**src/rtl/game_pkg.sv**
```systemverilog
// Shared game constants: coordinate width, march state encoding and default
// playfield geometry, used by the march controller and the renderer.
package game_pkg;
    localparam int COORD_W = 11;
    localparam int FCNT_W  = 8;

    typedef logic [COORD_W-1:0] coord_t;
    typedef logic [FCNT_W-1:0]  fcnt_t;

    typedef enum logic [1:0] {
        MOVE_R = 2'd0,
        MOVE_L = 2'd1,
        LANDED = 2'd2
    } march_state_t;

    localparam coord_t DEF_X_LEFT  = 11'd16;
    localparam coord_t DEF_X_RIGHT = 11'd400;
    localparam coord_t DEF_Y_START = 11'd32;
    localparam coord_t DEF_Y_LIMIT = 11'd400;
endpackage

```
**src/rtl/tick_edge.sv**
```systemverilog
// Rising-edge detector: one-cycle registered pulse per 0->1 of a level input.
module tick_edge (
    input  logic clk,
    input  logic reset,
    input  logic level,
    output logic pulse
);
    logic hist;

    // History resets high so a level already asserted at reset release is ignored.
    always_ff @(posedge clk or negedge reset) begin
        if (!reset) begin
            hist  <= 1'b1;
            pulse <= 1'b0;
        end else begin
            hist  <= level;
            pulse <= level & ~hist;
        end
    end
endmodule

```
**src/rtl/enemy_march_ctrl.sv**
```systemverilog
// Enemy formation march: steps the formation sideways once every
// frames_per_step frames, descends at each edge, and lands at Y_LIMIT.
module enemy_march_ctrl
    import game_pkg::*;
#(
    parameter coord_t X_LEFT      = DEF_X_LEFT,
    parameter coord_t X_RIGHT     = DEF_X_RIGHT,
    parameter int     STEP_X      = 4,
    parameter int     STEP_Y      = 16,
    parameter coord_t Y_START     = DEF_Y_START,
    parameter coord_t Y_LIMIT     = DEF_Y_LIMIT,
    parameter int     FRAMES_INIT = 8,
    parameter int     FRAMES_MIN  = 1
) (
    input  logic         clk,
    input  logic         reset,
    input  logic         frame_tick,
    input  logic         speed_up,
    input  logic         pause,
    output logic [10:0]  pos_x,
    output logic [10:0]  pos_y,
    output logic         dir,
    output logic         step_pulse,
    output logic         landed
);
    localparam logic [11:0] STEP_X12 = 12'(STEP_X);
    localparam logic [11:0] STEP_Y12 = 12'(STEP_Y);
    localparam coord_t      STEP_X11 = coord_t'(STEP_X);
    localparam fcnt_t       FPS_INIT = fcnt_t'(FRAMES_INIT);
    localparam fcnt_t       FPS_MIN  = fcnt_t'(FRAMES_MIN);

    logic         frame_ev;
    march_state_t state, state_nx;
    fcnt_t        frame_cnt, cnt_nx, fps, fps_nx;
    coord_t       pos_x_nx, pos_y_nx;
    logic         dir_nx, step_nx, landed_nx, do_step;
    logic [8:0]   cnt_inc;
    logic [11:0]  x_inc, x_floor, y_inc;
    coord_t       x_dec;

    tick_edge u_tick_edge (
        .clk   (clk),
        .reset (reset),
        .level (frame_tick),
        .pulse (frame_ev)
    );

    // 12-bit arithmetic so sums and differences never wrap before clamping.
    assign cnt_inc = {1'b0, frame_cnt} + 9'd1;
    assign x_inc   = {1'b0, pos_x} + STEP_X12;
    assign x_floor = {1'b0, X_LEFT} + STEP_X12;
    assign x_dec   = pos_x - STEP_X11;
    assign y_inc   = {1'b0, pos_y} + STEP_Y12;

    always_comb begin
        state_nx  = state;
        cnt_nx    = frame_cnt;
        fps_nx    = fps;
        pos_x_nx  = pos_x;
        pos_y_nx  = pos_y;
        landed_nx = landed;
        step_nx   = 1'b0;
        do_step   = 1'b0;

        if (speed_up && fps > FPS_MIN)
            fps_nx = fps - fcnt_t'(1);

        if (frame_ev && !pause && state != LANDED) begin
            if (cnt_inc >= {1'b0, fps}) begin
                cnt_nx  = '0;
                do_step = 1'b1;
            end else begin
                cnt_nx = cnt_inc[FCNT_W-1:0];
            end
        end

        if (do_step) begin
            step_nx = 1'b1;
            case (state)
                MOVE_R: begin
                    if (pos_x < X_RIGHT)
                        pos_x_nx = (x_inc > {1'b0, X_RIGHT}) ? X_RIGHT : x_inc[10:0];
                    else if (y_inc >= {1'b0, Y_LIMIT}) begin
                        pos_y_nx  = Y_LIMIT;
                        state_nx  = LANDED;
                        landed_nx = 1'b1;
                    end else begin
                        pos_y_nx = y_inc[10:0];
                        state_nx = MOVE_L;
                    end
                end
                MOVE_L: begin
                    if (pos_x > X_LEFT)
                        pos_x_nx = ({1'b0, pos_x} <= x_floor) ? X_LEFT : x_dec;
                    else if (y_inc >= {1'b0, Y_LIMIT}) begin
                        pos_y_nx  = Y_LIMIT;
                        state_nx  = LANDED;
                        landed_nx = 1'b1;
                    end else begin
                        pos_y_nx = y_inc[10:0];
                        state_nx = MOVE_R;
                    end
                end
                default: step_nx = 1'b0;
            endcase
        end

        // Direction tracks the move state; LANDED freezes the last heading.
        case (state_nx)
            MOVE_R:  dir_nx = 1'b0;
            MOVE_L:  dir_nx = 1'b1;
            default: dir_nx = dir;
        endcase
    end

    always_ff @(posedge clk or negedge reset) begin
        if (!reset) begin
            state      <= MOVE_R;
            frame_cnt  <= '0;
            fps        <= FPS_INIT;
            pos_x      <= X_LEFT;
            pos_y      <= Y_START;
            dir        <= 1'b0;
            step_pulse <= 1'b0;
            landed     <= 1'b0;
        end else begin
            state      <= state_nx;
            frame_cnt  <= cnt_nx;
            fps        <= fps_nx;
            pos_x      <= pos_x_nx;
            pos_y      <= pos_y_nx;
            dir        <= dir_nx;
            step_pulse <= step_nx;
            landed     <= landed_nx;
        end
    end
endmodule

```
**config.mk**
```make
export PLATFORM = sky130hd
export DESIGN_NAME = enemy_march_ctrl
export DESIGN_NICKNAME = d
export VERILOG_FILES = /design/src/rtl/game_pkg.sv /design/src/rtl/tick_edge.sv /design/src/rtl/enemy_march_ctrl.sv
export SDC_FILE = /design/constraint.sdc
export NUM_CORES = 1
export LEC_CHECK = 0
export ABC_AREA = 1
export CELL_PAD_IN_SITES_DETAIL_PLACEMENT = 1
export CELL_PAD_IN_SITES_GLOBAL_PLACEMENT = 2
export CORE_MARGIN = 4
export CORE_UTILIZATION = 33
export CTS_CLUSTER_SIZE = 25
export DETAILED_ROUTE_END_ITERATION = 8
export PLACE_DENSITY_LB_ADDON = 0.12
export SYNTH_ARGS = -nofsm -noshare
export SYNTH_HDL_FRONTEND = slang
export SYNTH_SLANG_ARGS = --single-unit
```
**constraint.sdc**
```tcl
create_clock -name clk -period 3.26 [get_ports clk]
set_clock_uncertainty 0.05 [all_clocks]
set_input_delay 0.652 -clock clk [delete_from_list [all_inputs] [get_ports clk]]
set_output_delay 0.652 -clock clk [all_outputs]
set_load 0.01 [all_outputs]
```
# Word-level counts from Yosys, hierarchy flattened
# Cells that the tools add are included.
# Widths: inputs -> output; s select.
dict set report op_classes {
  bitwise_logic 2
  n_eq_ne 7
  n_reduce_logical 11
  n_div 0
  addsub 5
  order_cmp 7
  mul 0
  n_mux 25
  n_shift 0
}
# op count
set op_table {}
lappend op_table {{$mux 11} 7}
lappend op_table {{$pmux 11 s2} 2}
lappend op_table {{$add 11x3->12 const B} 1}
lappend op_table {{$add 11x5->12 const B} 1}
lappend op_table {{$ge 12x9->1 const B} 1}
lappend op_table {{$gt 12x9->1 const B} 1}
lappend op_table {{$gt 11x5->1 const B} 1}
lappend op_table {{$le 11x5->1 const B} 1}
lappend op_table {{$lt 11x9->1 const B} 1}
lappend op_table {{$sub 11x3->11 const B} 1}
lappend op_table {{$mux 2} 5}
lappend op_table {{$ne 2x2->1 const B} 5}
lappend op_table {{$add 8x1->9 const B} 1}
lappend op_table {{$ge 9x8->1} 1}
lappend op_table {{$gt 8x1->1 const B} 1}
lappend op_table {{$mux 8} 1}
lappend op_table {{$reduce_and 4->1} 2}
lappend op_table {{$sub 8x1->8 const B} 1}
lappend op_table {{$mux 1} 7}
lappend op_table {{$eq 2x1->1 const B} 2}
lappend op_table {{$logic_not 2->1} 2}
lappend op_table {{$pmux 1 s2} 2}
lappend op_table {{$pmux 2 s2} 1}
lappend op_table {{$reduce_bool 2->1} 2}
lappend op_table {{5 further kinds} 7}
dict set report word_totals {
  ramBits 0
  input_bits 5
  word_cells 67
  reg_bits 45
  mem_count 0
  latch_bits 0
  rom_bits 0
}

# Logic depth before layout (Yosys ltp)
dict set report logic_depth {
  word_depth 8
  depth_mapped 18
  depth_no_buf 18
}

# Cells and area by module
# From an unflattened synthesis, not the netlist that was laid out.
dict set report unflattened {
  cells_unflattened 382
  area_unflattened_um2 2825.2
}
# module seq_area_each_um2 cells_per_inst area_per_inst_um2 n_inst
set modules_own_cells {}
lappend modules_own_cells {enemy_march_ctrl 929.6 378 2763.9 1}
lappend modules_own_cells {tick_edge 51.3 4 61.3 1}

# Worst setup path after synthesis
# Ideal clock, no wire load.
dict set report synth_path {
  path_type {register -> register}
  startpoint {register frame_cnt[0]}
  endpoint {register dir}
  t_arrival_ns 2.230
  stages_incl_launch_ff 18
  path_buffers 1
  period_less_slack_ns 2.397
  setup_time_ns 0.116
  setup_slack_ns 0.863
  path_cell_list {dfrtp_1 -> ha_1 -> nand2_1 -> nor2_4 -> nand3_1 -> xor2_1 -> inv_1 -> ha_1 -> a21o_1 -> nand3_2 -> nand2_2 -> nor2_4 -> nand3_4 -> buf_6 -> nand3_2 -> nand2_2 -> nand2_1 -> nand2_1}
}
dict set report synth_via {
  elab_chain_cells 7
  elab_cells_between_ends 9
  classes_between {add/sub (1); order compare (1); eq/ne (1); mux (4); reduce/logical (2)}
}
# element line_no
set synth_rtl {}
lappend synth_rtl {{from (decl)} enemy_march_ctrl.sv:34} ;# fcnt_t frame_cnt, cnt_nx, fps, fps_nx;
lappend synth_rtl {{from (signal assigned)} enemy_march_ctrl.sv:128} ;# frame_cnt <= cnt_nx;
lappend synth_rtl {{$add 8x1->9 (*)} enemy_march_ctrl.sv:49} ;# assign cnt_inc = {1'b0, frame_cnt} + 9'd1;
lappend synth_rtl {{$ge 9x8->1 (*)} enemy_march_ctrl.sv:69} ;# if (cnt_inc >= {1'b0, fps}) begin
lappend synth_rtl {{$mux 1 (*)} enemy_march_ctrl.sv:69}
lappend synth_rtl {{$mux 1 (*)} enemy_march_ctrl.sv:68} ;# if (frame_ev && !pause && state != LANDED) begin
lappend synth_rtl {{$mux 2 (*)} enemy_march_ctrl.sv:77} ;# if (do_step) begin
lappend synth_rtl {{named net state_nx[0]} enemy_march_ctrl.sv:33} ;# march_state_t state, state_nx;
lappend synth_rtl {{$eq 2x1->1 or $logic_not 2->1 (tied branches)} enemy_march_ctrl.sv:109} ;# case (state_nx)
lappend synth_rtl {{$pmux 1 s2 or $reduce_bool 2->1 (tied branches)} -}
lappend synth_rtl {{to (signal assigned)} enemy_march_ctrl.sv:132} ;# dir <= dir_nx;
lappend synth_rtl {{to (decl)} enemy_march_ctrl.sv:22} ;# output logic dir,
# The timed path passes the listed nets; every way through them passes the cells marked *.
# A chain may end at the register's enable or synchronous reset.

# Final worst setup path
dict set report layout_path {
  startpoint {register frame_cnt[0]}
  endpoint {register pos_x[5]}
}
dict set report layout_via {
  elab_chain_cells 5
}
# element line_no
set layout_rtl {}
lappend layout_rtl {{$add 8x1->9} enemy_march_ctrl.sv:49}
lappend layout_rtl {{$ge 9x8->1} enemy_march_ctrl.sv:69}
lappend layout_rtl {{$mux 1} enemy_march_ctrl.sv:69}
lappend layout_rtl {{$mux 1} enemy_march_ctrl.sv:68}
lappend layout_rtl {{$reduce_and 4->1 (no line)} -}
lappend layout_rtl {{to (signal assigned)} enemy_march_ctrl.sv:130} ;# pos_x <= pos_x_nx;
lappend layout_rtl {{to (decl)} enemy_march_ctrl.sv:20} ;# output logic [10:0] pos_x,
# No other way between the ends.

==> reports/metrics.yaml <==
pwr:
  p_total_mw: 1.29
  p_leak_nw: 1.59
  power_density_nw_per_um2: 400
  p_int_mw: 0.831
  comb_power_share: 0.296
  peakVddDrop_mv: 0.366
  power_frac_seq: 0.456
  p_clk_frac: 0.248
  p_sw_frac: 0.356
  p_sw_mw: 0.460
timing:
  fmax_ghz: 0.356
  slew_viol_final: 0
  finalSetupViolCount: 0
  hold_viol_final: 0
  slew_headroom: 0.405
  rsz0062_at_grt: "false"
  holdWs_ns: 0.429
  period_needed_ns: 2.81
  worst_pin_slew_ns: 0.892
  fin_setup_tns_ns: 0
  period_share: 0.863
synth:
  synthMostInstantiatedCell: "nand2_1"
  yosys-top-cells-count: "122 x nand2_1, 52 x inv_1, 36 x nor2_1"
  ys_ff_latch: 39
  synth_edf_count: 0
  netlist_instances: 394
  synth_ff_type: "dfrtp_1"
  synthArstFlopShare: 1.00
  synth_area_per_cell_sq_um: 7.20
  yosys-top-cells-area: "dfrtp_1 31%, nand2_1 16%, ha_1 7.9%, inv_1 6.9%, nor2_1 4.8%"
  synthDistinctLibCells: 36
  yosysWarnings: 0
  synth_top_area_frac: 0.309
  seq_area_frac_synth: 0.346
  yosys.area.top_type: "dfrtp_1"
  synth_area_sq_um: 2840
routing:
  topRoutingLayerUsed: "met4"
  wl_met3_um: 149
  drtIter0Drc: 74
  wl_per_cell_um: 13.6
  drtAntennaViolNets: 0
  drc: 0
  met1Wirelength_um: 3290
  wl_um: 7140
  drt_pre_antenna_iters: 4
  vias: 2485
  vias_per_cell: 4.74
  wl_met2_um: 3640
worst_setup_path:
  regToRegSetupSlack_ns: 0.45
  arrival_ns: 2.93
  cp-startpoint: "frame_cnt[0]"
  r2r_cells: 16
  startpoint_type: "register"
  crit_type: "register to register"
  crit-reg2reg-launch: "frame_cnt[0]"
  r2r-end: "pos_x[5]"
  critPathCaptureType: "register"
  worstSetupEndpoint: "pos_x[5]"
  required_ns: 3.38
  crit_fanout: 14
final_layout:
  fin_util: 0.389
  nets: 441
  syn_to_final_growth_pct: 13.7
  drive_above_1_share: 0.0931
  stdcell_count: 524
  antenna_cells: 0
global_routing:
  overflow: 0
  first_global_vias: 2595
  grt_max_degree: 40
  antenna_found_initial: 0
  globalRouteTotalUtil: 0.150
  grt_pass1_wl_um: 12300
clock_tree:
  cts.path.max_buffers: 2
  cts.sink_count: 39
  clkTransAtPathRegs_ns: 0.08
  post-cts-setup-buffer-count: 0
  worstSkewPairLatency_ns: 0.29
  clockRootBuffer: "clkbuf_8"
  cts_tree: "built"
  cts_made_buffers: 5
  cts_max_level: 2
  cts_hold_buf: 0
floorplanning:
  start_util: 0.342
  io_pins: 30
  die_h_um: 101
  fp.dieW_um: 101
  die_area_sq_um: 10100
  rows: 33
  core_area_sq_um: 8300
place:
  place.port_buffers: 23
  dp.final_hpwl_um: 5670
  globalplace.congestion: 0.809
  place_inst: 516
outcome:
  status: "finished clean"
flow_run:
  cap_violations: 0
min_path:
  hold_path.class: "input pin to async pin"
[cell usage in the layout (no fill, tap or decap), types with 5 or more instances in the layout]
| master | count |
|---|---|
| xor2_1 | 15 |
| a21oi_1 | 6 |
| conb_1 | 6 |
| clkdlybuf4s50_1 | 22 |
| inv_1 | 51 |
| nand4_1 | 9 |
| nand2_1 | 122 |
| nor2_1 | 36 |
| nand3_1 | 24 |
| o21ai_0 | 14 |
| dfrtp_1 | 35 |
| ha_1 | 18 |
| o21ai_1 | 5 |
| inv_2 | 8 |
| clkbuf_8 | 5 |
[critical path: stages, from the launching register on]
cell     delay, ns
dfrtp_1       0.40
ha_1          0.20
nand2_1       0.10
nor2_4        0.14
nand3_1       0.11
xor2_1        0.20
inv_1         0.07
ha_1          0.31
a21o_1        0.20
nand3_2       0.07
nand2_2       0.06
nor2_4        0.12
nand3_4       0.20
nand4_4       0.22
inv_2         0.10
nand2_1       0.08
nand2_1       0.06
[layout make-up]
class | instances | area (sq um)
Multi-Input combinational cell | 288 | 1570
Tap cell | 105 | 131
Clock inverter | 2 | 12.5
Timing Repair Buffer | 24 | 233
Clock buffer | 6 | 72.6
Fill cell | 1044 | 5070
Sequential cell | 39 | 981
Inverter | 60 | 225
[registers in the layout, summed over array words and instances (netlist names)]
| signal | cells |
|---|---|
| u_tick_edge.pulse | 1 |
| pos_y | 7 |
| fps | 8 |
| landed | 1 |
| u_tick_edge.hist | 1 |
| frame_cnt | 8 |
| pos_x | 9 |
| step_pulse | 1 |
| state | 2 |
| dir | 1 |
[logic make-up (layout without fill, tap and decap cells)]
logic type      count (synthesis)  after routing  synth area share
fa+ha+maj                      18             18            0.0794
simple gates                  211            211             0.337
xor+xnor                       18             18            0.0556
other cells                     1              6           0.00132
buf+inv                        72             92             0.111
flops                          39             39             0.346
compound gates                 35             35            0.0706
[routing by layer]
layer	up-vias	GRT usage
met1	1183	0.186
met4	0	0.0280
met2	17	0.276
met5	-	0
li1	1279	-
met3	6	0.0228
[stage by stage]
step,worst slack [ns],instance area [sq um]
6_report,0.448,3220
5_1_grt,0.131,3220
4_1_cts,0.206,3220
3_5_place_dp,0.242,3130
3_3_place_gp,0.340,3130
2_1_floorplan,0.863,2860
[repair_timing]
item	4_1_cts	5_1_grt
endpoints found under the hold margin	0	0
resized for setup	0	2
endpoints found under the setup margin	0	7
[worst min path at each step]
stage                    end  slack (ns)  cells past startpoint
floorplan                dir        0.31                      0
global placement      landed        0.40                      2
detailed placement    fps[6]        0.42                      1
CTS                   fps[6]        0.43                      1
global route          fps[6]        0.46                      1
finish              pos_y[6]        0.43                      1
[power groups by stage]
stage	combinational, mW	sequential (mW)	clock, mW
floorplan	0.321	0.586	0
global placement	0.381	0.598	0
detailed placement	0.386	0.598	0
CTS	0.388	0.590	0.337
global route	0.446	0.598	0.354
finish	0.382	0.589	0.320
Note: power is estimated with default switching activity, not from simulation.
